**src/rtl/c_decr_ctr.sv**
```systemverilog
// Modulo down-counter over [min_value, max_value] with load, wraparound pulse
// and a sticky flag for out-of-range loads.
module c_decr_ctr #(
  parameter int unsigned          width       = 3,
  parameter logic [width-1:0]     min_value   = '0,
  parameter logic [width-1:0]     max_value   = {width{1'b1}},
  parameter logic [width-1:0]     reset_value = max_value
) (
  input  logic             clk,
  input  logic             reset,
  input  logic             active,
  input  logic             load,
  input  logic [width-1:0] load_value,
  input  logic             dec,
  output logic [width-1:0] count_q,
  output logic [width-1:0] count_next,
  output logic             at_min,
  output logic             wrap,
  output logic             error
);

  // Bits above the highest bit where min_value and max_value differ never change.
  function automatic logic [width-1:0] calc_const_mask(input logic [width-1:0] lo,
                                                       input logic [width-1:0] hi);
    logic [width-1:0] m;
    logic             stop;
    m    = '0;
    stop = 1'b0;
    for (int i = width - 1; i >= 0; i--) begin
      if (lo[i] != hi[i]) stop = 1'b1;
      if (!stop) m[i] = 1'b1;
    end
    return m;
  endfunction

  localparam logic [width-1:0] const_mask = calc_const_mask(min_value, max_value);
  localparam logic [width-1:0] one        = {{(width-1){1'b0}}, 1'b1};
  // Varying field spans all-zeros..all-ones: plain subtraction wraps by itself.
  localparam bit pow2_range = ((min_value & ~const_mask) == '0) &&
                              ((max_value & ~const_mask) == ~const_mask);

  if (int'(min_value) > int'(max_value) || int'(reset_value) < int'(min_value) ||
      int'(reset_value) > int'(max_value)) begin : g_bad_params
    $error("c_decr_ctr: illegal parameters min=%0d max=%0d reset=%0d",
           min_value, max_value, reset_value);
  end

  logic [width-1:0] dec_raw;
  logic             ge_min;
  logic             le_max;
  logic             load_ok;

  assign at_min = (count_q == min_value);

  if (pow2_range) begin : g_natural_wrap
    assign dec_raw = count_q - one;
  end else begin : g_compare_wrap
    assign dec_raw = at_min ? max_value : count_q - one;
  end

  assign count_next = (max_value & const_mask) | (dec_raw & ~const_mask);

  // Range bounds that cover the whole encoding need no comparator.
  if (min_value == '0) begin : g_no_min_cmp
    assign ge_min = 1'b1;
  end else begin : g_min_cmp
    assign ge_min = (load_value >= min_value);
  end

  if (max_value == {width{1'b1}}) begin : g_no_max_cmp
    assign le_max = 1'b1;
  end else begin : g_max_cmp
    assign le_max = (load_value <= max_value);
  end

  assign load_ok = ge_min && le_max;

  always_ff @(posedge clk) begin
    if (reset) begin
      count_q <= reset_value;
      wrap    <= 1'b0;
      error   <= 1'b0;
    end else if (!active) begin
      wrap <= 1'b0;
    end else if (load) begin
      wrap <= 1'b0;
      if (load_ok) begin
        count_q <= load_value;
      end else begin
        count_q <= max_value;
        error   <= 1'b1;
      end
    end else if (dec) begin
      count_q <= count_next;
      wrap    <= at_min;
    end else begin
      wrap <= 1'b0;
    end
  end

endmodule

```
**config.mk**
```make
export PLATFORM = sky130hd
export DESIGN_NAME = c_decr_ctr
export DESIGN_NICKNAME = d
export VERILOG_FILES = /design/src/rtl/c_decr_ctr.sv
export SDC_FILE = /design/constraint.sdc
export NUM_CORES = 1
export LEC_CHECK = 0
export ABC_AREA = 1
export CORE_AREA = 2 2 39 41
export DETAILED_ROUTE_END_ITERATION = 12
export DIE_AREA = 0 0 41 43
export PLACE_DENSITY = 0.51
export SYNTH_ARGS = -nofsm -noshare
export SYNTH_HDL_FRONTEND = slang
export SYNTH_SLANG_ARGS = --single-unit
```
**constraint.sdc**
```tcl
create_clock -name clk -period 1.6 [get_ports clk]
set_clock_uncertainty 0.15 [all_clocks]
set_input_delay 0.16 -clock clk [delete_from_list [all_inputs] [get_ports clk]]
set_output_delay 0.16 -clock clk [all_outputs]
set_load 0.005 [all_outputs]
```
==> impl_metrics.env <==
export IMPL_fillers=160
export IMPL_outcome="finished clean"
export IMPL_io_pins=17
export IMPL_startpoint_type="flip-flop"
export IMPL_io_buffers=15
export IMPL_syn_inst=36
export IMPL_first_global_vias=260
export IMPL_initial_core_util_pct=18.0
export IMPL_die_x_um=41
export IMPL_critPathMaxFanout=2
export IMPL_rsz0062_at_grt="no"
export IMPL_cts_path_max_buffers=2
export IMPL_dp_hpwl_um=481
export IMPL_hp_class="flip-flop to flip-flop"
export IMPL_syn_avg_cell_area_um2=6.92
export IMPL_fin_ws_ns=0.0506
export IMPL_powerDensity_mw_per_mm2=725
export IMPL_r2r_start="count_q[0]"
export IMPL_hold_violations=0
export IMPL_syn2layout_area_growth_pct=84.4
export IMPL_arrival_ns=1.24
export IMPL_startpoint="count_q[0]"
export IMPL_finalNetCount=68
export IMPL_drcViolationCount=0
export IMPL_drive_gt1_share_pct=21.4
export IMPL_drv_cap=0
export IMPL_wire_per_inst_um=8.28
export IMPL_fp_dieArea_mm2=0.00176
export IMPL_setup_viol=0
export IMPL_vias_per_cell=4.08
export IMPL_grt_pass1_wl_um=972
export IMPL_wirelength_um=596
export IMPL_core_area_mm2=0.00138
export IMPL_antenna_found_initial=0
export IMPL_layout_cells_most_common="clkdlybuf4s50_1"
export IMPL_cts_root_buf="clkbuf_4"
export IMPL_cts_tree="yes"
export IMPL_drt_iter0_markers=3
export IMPL_gp_congestion=0.694
export IMPL_fmax_mhz=645
export IMPL_timing_final_crit_period_ns=1.55
export IMPL_synth_top_area_cell="dfxtp_1"
export IMPL_cts_buffers=3
export IMPL_insertion_delay_ns=0.23
export IMPL_seq_area_frac_synth_pct=32.2
export IMPL_power_total_mw=0.333
export IMPL_p_leak_nw=0.230
export IMPL_ys_top_cells_by_area="dfxtp_1 (32%), nand2_1 (14%), inv_1 (11%)"
export IMPL_drt_pass1_iterations=4
export IMPL_grt_usage_pct=8.84
export IMPL_final_cell_mix="clkdlybuf4s50_1 (12), nand2_1 (9), inv_1 (7)"
export IMPL_synth_seq_cells=4
export IMPL_gr_total_overflow=0
export IMPL_ir_drop_mv=0.456
export IMPL_syn_num_nets=46
export IMPL_post_synth_top_area_fraction_pct=32.2
export IMPL_n_antenna_cell=0
export IMPL_end_kind="output pin"
export IMPL_antenna_left=0
export IMPL_fin_area_um2=459
export IMPL_grt_max_degree=10
export IMPL_synth_cell_types=13
export IMPL_setup_tns_ns=0
export IMPL_pre_cts_slack_ns=-0.0824
export IMPL_placementRows=14
export IMPL_worst_setup_path_type="flip-flop to output pin"
export IMPL_ys_warn_count=0
export IMPL_period_share_pct=96.8
export IMPL_min_from="count_q[0]"
export IMPL_required_ns=1.29
export IMPL_die_h_um=43
export IMPL_clock_sinks=4
export IMPL_num_vias=294
export IMPL_syn_area_um2=249
export IMPL_slew_viol_final=0
export IMPL_postCtsSetupBuffers=0
export IMPL_htree_num_levels=1
export IMPL_cts_clk_slew_worst_paths_ns=0.04
export IMPL_dpl_cell_area_um2=430
critical path, cell delays in order, from the launching register on:
cell and delay, ns:
dfxtp_2 0.32, inv_1 0.05, ha_1 0.22, ha_4 0.17, dlygate4sd2_1 0.25
path summary, 6_finish.rpt:
kind / endpoint / slack (ns) / depth (start not counted)
max reg2reg: count_q[2] / 0.27 / 6
min: count_q[0] / 0.41 / 3
min reg2reg: count_q[0] / 0.41 / 3
max: at_min / 0.05 / 4
routing by layer:
layer  GRT usage (%)  wire [µm]
met5               0          0
met4            4.00          0
met2            11.6        287
met1            9.68        239
met3            7.85         69
metrics by stage:
step	hold slack, ns	cells	util (%)
final	0.411	72	33.2
after floorplan	0.154	36	-
after detailed placement	0.413	69	31.1
after global routing	0.440	72	33.2
after global placement	0.404	69	31.1
after CTS	0.414	72	32.5
Yosys cell counts:
master and number:
ha_1 2, o21ai_2 1, nand3_1 4, nor3b_1 1, inv_1 7, nand2_1 9, buf_4 1, o21ai_0 3
nor2_2 1, conb_1 1, dfxtp_1 4, buf_6 1, nor2_1 1
state kept, by name (all words and copies together) (netlist names):
register,flops
count_q,3
wrap,1
repair_timing:
| action | 4_1_cts | 5_1_grt |
|---|---|---|
| hold buffers | 0 | 0 |
| endpoints found under the setup margin | 3 | 2 |
| gates cloned | 0 | 0 |
| gates resized for setup | 4 | 4 |
| pin swaps | 0 | 1 |
power breakdown:
group          total (mW)  internal [mW]  switching, mW
logic              0.0986         0.0596         0.0390
clock network       0.124         0.0838         0.0400
registers           0.111          0.107        0.00329
area by class of cell:
type	count	area (µm²)	share of cell area [%]
multi-input cells	23	136	29.7
well taps	16	20.0	4.36
repair buffers	19	173	37.6
flip-flops and latches	4	81.3	17.7
clock buffers	3	22.5	4.90
inverters	7	26.3	5.72
logic make-up (layout without fill, tap and decap cells):
logic type,Yosys count,after routing,share of synthesized area (%)
compound gates,4,4,9.55
fa+ha+maj,2,2,10.0
buf+inv,9,29,18.1
flops,4,4,32.2
other cells,1,1,1.51
simple gates,16,16,28.6
(Power assumes the default switching activity.)
